<file path="src/rtl/pipe_adder_array.sv">
// Multi-lane pipelined add/sub/accumulate; STAGES-cycle latency, 1 beat/cycle, valid/ready with combinational ready chain.
// Optional ADDER_SAT_EN macro selects saturating arithmetic instead of modulo wrap.
module pipe_adder_array #(
   parameter int WIDTH    = 8,
   parameter int CHANNELS = 2,
   parameter int STAGES   = 2
) (
   input  logic                      clk,
   input  logic                      rst,
   input  logic                      in_valid,
   output logic                      in_ready,
   input  logic [1:0]                in_mode,
   input  logic [CHANNELS*WIDTH-1:0] in_a,
   input  logic [CHANNELS*WIDTH-1:0] in_b,
   output logic                      out_valid,
   input  logic                      out_ready,
   output logic [CHANNELS*WIDTH-1:0] out_sum,
   output logic [CHANNELS-1:0]       out_carry
);

   localparam logic [1:0] MODE_ADD = 2'b00;
   localparam logic [1:0] MODE_SUB = 2'b01;
   localparam logic [1:0] MODE_ACC = 2'b10;
   localparam int         CW       = CHANNELS * WIDTH;

   logic [STAGES-1:0] v_q, v_d;
   logic [CW-1:0]       sum_q   [STAGES];
   logic [CW-1:0]       sum_d   [STAGES];
   logic [CHANNELS-1:0] carry_q [STAGES];
   logic [CHANNELS-1:0] carry_d [STAGES];
   logic [WIDTH-1:0]    acc_q   [CHANNELS];
   logic [WIDTH-1:0]    acc_d   [CHANNELS];

   logic [STAGES:0]     ld;
   logic                accept;
   logic [CW-1:0]       res_sum;
   logic [CHANNELS-1:0] res_carry;

   // Returns {carry/borrow, result} for one lane.
   function automatic logic [WIDTH:0] lane_op(input logic [1:0]       mode,
                                              input logic [WIDTH-1:0] a,
                                              input logic [WIDTH-1:0] b,
                                              input logic [WIDTH-1:0] acc);
      logic [WIDTH:0] t;
      logic [WIDTH:0] r;
      t = '0;
      r = '0;
      case (mode)
         MODE_ADD, MODE_ACC: begin
            t = (mode == MODE_ADD) ? ({1'b0, a} + {1'b0, b}) : ({1'b0, acc} + {1'b0, a});
            r = t;
`ifdef ADDER_SAT_EN
            if (t[WIDTH]) r[WIDTH-1:0] = '1;
`endif
         end
         MODE_SUB: begin
            t = {1'b0, a} - {1'b0, b};
            r = t;
`ifdef ADDER_SAT_EN
            if (t[WIDTH]) r[WIDTH-1:0] = '0;
`endif
         end
         default: r = '0;
      endcase
      return r;
   endfunction

   // Ready chain: a stage can load when empty or when everything downstream drains this cycle.
   always_comb begin
      ld         = '0;
      ld[STAGES] = out_ready;
      for (int k = STAGES - 1; k >= 0; k--) begin
         ld[k] = !v_q[k] || ld[k+1];
      end
   end

   assign in_ready = ld[0];
   assign accept   = in_valid && ld[0];

   always_comb begin
      logic [WIDTH:0] r;
      res_sum   = '0;
      res_carry = '0;
      r         = '0;
      for (int i = 0; i < CHANNELS; i++) begin
         acc_d[i] = acc_q[i];
         r = lane_op(in_mode, in_a[i*WIDTH +: WIDTH], in_b[i*WIDTH +: WIDTH], acc_q[i]);
         res_sum[i*WIDTH +: WIDTH] = r[WIDTH-1:0];
         res_carry[i]              = r[WIDTH];
         if (accept && in_mode[1]) acc_d[i] = r[WIDTH-1:0];
      end
   end

   always_comb begin
      v_d[0]     = ld[0] ? in_valid : v_q[0];
      sum_d[0]   = accept ? res_sum : sum_q[0];
      carry_d[0] = accept ? res_carry : carry_q[0];
      for (int k = 1; k < STAGES; k++) begin
         v_d[k]     = ld[k] ? v_q[k-1] : v_q[k];
         sum_d[k]   = (ld[k] && v_q[k-1]) ? sum_q[k-1] : sum_q[k];
         carry_d[k] = (ld[k] && v_q[k-1]) ? carry_q[k-1] : carry_q[k];
      end
   end

   always_ff @(posedge clk or negedge rst) begin
      if (!rst) begin
         v_q <= '0;
         for (int k = 0; k < STAGES; k++) begin
            sum_q[k]   <= '0;
            carry_q[k] <= '0;
         end
         for (int i = 0; i < CHANNELS; i++) acc_q[i] <= '0;
      end else begin
         v_q <= v_d;
         for (int k = 0; k < STAGES; k++) begin
            sum_q[k]   <= sum_d[k];
            carry_q[k] <= carry_d[k];
         end
         for (int i = 0; i < CHANNELS; i++) acc_q[i] <= acc_d[i];
      end
   end

   assign out_valid = v_q[STAGES-1];
   assign out_sum   = sum_q[STAGES-1];
   assign out_carry = carry_q[STAGES-1];

endmodule

</file>
<file path="config.mk">
export PLATFORM = sky130hd
export DESIGN_NAME = pipe_adder_array
export DESIGN_NICKNAME = d
export VERILOG_FILES = /design/src/rtl/pipe_adder_array.sv
export SDC_FILE = /design/constraint.sdc
export NUM_CORES = 1
export LEC_CHECK = 0
export BUFFER_PORTS_ARGS = -buffer_cell sky130_fd_sc_hd__buf_2
export CORE_AREA = 2 2 83 85
export DETAILED_ROUTE_END_ITERATION = 8
export DIE_AREA = 0 0 85 87
export GPL_TIMING_DRIVEN = 0
export PLACE_DENSITY = 0.78
export SETUP_SLACK_MARGIN = 0.1
export SLEW_MARGIN = 20
export SYNTH_ARGS = -nofsm -noshare
export SYNTH_HDL_FRONTEND = slang
export SYNTH_SLANG_ARGS = --single-unit
export TNS_END_PERCENT = 30
</file>
<file path="constraint.sdc">
create_clock -name clk -period 3.15 [get_ports clk]
set_input_delay 0.63 -clock clk [delete_from_list [all_inputs] [get_ports clk]]
set_output_delay 0.63 -clock clk [all_outputs]
set_load 0.02 [all_outputs]
</file>
==> impl_metrics.tcl <==
set metrics [dict create \
    grt_overflow_total 0 \
    io_pins 58 \
    synth-adder-area-share_pct 7.446 \
    clk_pin_slew_ns 0.11 \
    finalClockSkew_ns 0.01397 \
    seqCellArea_sq_um 1351 \
    synth.distinct_cells 43 \
    drt-initial-drc-count 158 \
    setup_viol 6 \
    hold_buffers 0 \
    cts_buffers 5 \
    synth.area.mux_share_pct 11.59 \
    grt_pass1_wl_microns 13990 \
    rsz0062_at_grt "true" \
    cts_buffer_depth 2 \
    yosysSeqAreaShare_pct 37.93 \
    holdWs_ns 0.3455 \
    synth_top_area_share_pct 37.93 \
    start_util_pct 54.23 \
    drv_slew 0 \
    dpl.hpwl_microns 6005 \
    synth_compound_area_share_pct 15.70 \
    core_sq_um 6569 \
    violations "negative setup slack" \
    diodes 0 \
    synth_top_cell_by_area "dfrtp_1" \
    crit_type "in2reg" \
    slowest_stage "a311o_1" \
    wire_per_inst_microns 16.40 \
    cp.required_ns 3.40 \
    num_rows 30 \
    fmax_mhz 306.7 \
    h-tree-depth 2 \
    ys_warn_count 0 \
    ys_async_sr_fraction_pct 100.0 \
    synth_edf_count 0 \
    drv_cap 0 \
    finalCoreUtilization_pct 67.52 \
    syn_inst 348 \
    gp_congestion 0.8553 \
    dieArea_sq_um 7395 \
    syn_to_final_growth_pct 24.52 \
    cp_cell_sequence "buf_6 -> buf_8 -> nor2_4 -> buf_6 -> mux2i_4 -> ha_4 -> o21a_4 -> nor2_1 -> xor2_1 -> o21ai_1 -> ha_1 -> o21a_1 -> o31a_1 -> a311o_1 -> a21oi_2 -> xor2_1 -> a22o_1" \
    period_share_pct 103.5 \
    antenna_found_initial 0 \
    via_per_inst 5.720 \
    cts_tree "done" \
    start_kind "input port" \
    die_y_microns 87 \
    outcome "finished, violations left" \
    synth_seq_cells 54 \
    vias 2923 \
    place_area_sq_um 4039 \
    preCtsSetupSlack_ns -0.6259 \
    design_area_sq_um 4436 \
    slowest_delay_ns 0.30 \
    io_buffers 56 \
    wirelength_microns 8379 \
    synth.avg_cell_area_sq_um 10.24 \
    fin_ws_ns -0.1104 \
    tightest_slew_ns 0.6717 \
    grt_max_degree 55 \
    cpLargestDelayFamily "compound AO/OA/AOI/OAI gates" \
    post-route-drc-count 0 \
    p_per_area_nw_per_um2 915.8 \
    synth_area_sq_um 3562 \
    leakage_nw 2.124 \
    yosys.cell_count.top_type "dfrtp_1" \
    multi_input_area_sq_um 2172 \
    endpoint_kind "flip-flop" \
    cts_root_buffer "clkbuf_8" \
    first_global_vias 2955 \
    synth-simple-area-share_pct 12.72 \
    cp_max_fo 6 \
    nNetsFinal 488 \
    maxSlewHeadroom_pct 55.22 \
    yosys-top-cells-area "dfrtp_1 38%, mux2_2 8.2%, ha_1 6.3%" \
    synth_common_cells "54 x dfrtp_1, 28 x nand2_1, 26 x mux2_2" \
    fin_crit_ns 3.260 \
    synth_top_family_by_area "compound AO/OA/AOI/OAI gates" \
    drive_gt1_share_pct 39.91 \
    worst_hold_path_type "in2async" \
    cp_num_buf_inv 3 \
    hold_viol_final 0 \
    clock_latency_ns 0.31 \
    dr.pass1.iters 4 \
    clock-sinks 54 \
    n_fill_cell 492 \
    drtAntennaViolNets 0 \
    syn_nets 406 \
    die_w_microns 85 \
    vdd_drop_max_mv 0.5345 \
    grt_use_total_pct 23.67 \
    arrival_ns 3.51 \
    synth_xor_xnor_area_share_pct 7.868 \
    synth_ff_type "dfrtp_1" \
]
==> worst paths after layout <==
kind | from | endpoint | slack [ns] | depth (start not counted)
worst max-delay path | in_mode[0] | carry_q[3] | -0.11 | 17
worst min-delay path | rst | out_sum[12] | 0.35 | 1
worst max register to register | acc_q[10] | carry_q[2] | 0.26 | 13
worst min register to register | sum_q[25] | sum_q[25] | 0.49 | 2
max in group asynchronous | rst | acc_q[8] | 2.35 | 1
min in group clk | sum_q[25] | sum_q[25] | 0.49 | 2
==> layer usage <==
| layer | vias up | track usage (%) | wire length (microns) |
|---|---|---|---|
| met2 | 80 | 39.56 | 4221 |
| met3 | 19 | 4.265 | 456 |
| met1 | 1428 | 30.87 | 3524 |
| li1 | 1396 | - | - |
| met5 | - | 0 | 0 |
| met4 | 0 | 8.802 | 176 |
==> placed cells by master, fill, tap and decap left out, types with 7 or more instances in the layout <==
| cell | Yosys | routed |
|---|---|---|
| a22o_1 | 16 | 16 |
| buf_2 | 3 | 56 |
| buf_4 | 18 | 35 |
| clkbuf_1 | 8 | 9 |
| dfrtp_1 | 54 | 54 |
| ha_1 | 18 | 15 |
| mux2_2 | 26 | 26 |
| mux2i_1 | 12 | 10 |
| nand2_1 | 28 | 28 |
| nor2_1 | 22 | 18 |
| nor2b_1 | 12 | 7 |
| o21ai_1 | 4 | 8 |
| o31ai_1 | 12 | 12 |
| xor2_1 | 22 | 22 |
==> timing repair <==
item,in CTS,in global routing
buffers inserted,16,3
pin swaps,17,13
gates resized for setup,21,12
setup endpoints to repair,16,20
==> kinds of logic (layout without fill, tap and decap cells) <==
| kind of cell | count (synthesis) | count (layout) |
|---|---|---|
| AO/OA/AOI/OAI | 76 | 76 |
| XOR/XNOR | 32 | 32 |
| adder cells (fa/ha/maj) | 20 | 20 |
| buffers and inverters | 39 | 122 |
| flip-flops | 54 | 54 |
| multiplexers | 38 | 38 |
| AND/OR/NAND/NOR | 89 | 89 |
==> power breakdown <==
| part | switching (mW) | internal (mW) | leakage [nW] |
|---|---|---|---|
| clock network | 0.239 | 0.238 | 0.0514 |
| logic | 1.21 | 1.18 | 1.39 |
| registers | 0.206 | 0.988 | 0.680 |
| total | 1.65 | 2.41 | 2.12 |
==> state kept, by name, indices dropped and copies added, names as in the netlist <==
register,flops
out_carry,2
carry_q,2
acc_q,16
sum_q,16
v_q,2
out_sum,16
==> cell type report <==
cell class / count / area share, %
Sequential cell: 54 / 30.47
Buffer: 33 / 5.331
Inverter: 6 / 0.5078
Multi-Input combinational cell: 255 / 48.97
Timing Repair Buffer: 75 / 9.986
Tap cell: 80 / 2.257
Clock buffer: 6 / 1.636
Clock inverter: 2 / 0.8463
==> metrics by stage <==
step | total power, mW | setup TNS [ns] | std cells
floorplan | 2.783 | -0.3632 | 348
global placement | 3.214 | -5.655 | 484
detailed placement | 3.288 | -6.771 | 484
CTS | 3.947 | -0.3096 | 508
global route | 4.356 | -2.007 | 511
finish | 4.062 | -0.4776 | 511
Power figures use the tool's default switching activity.
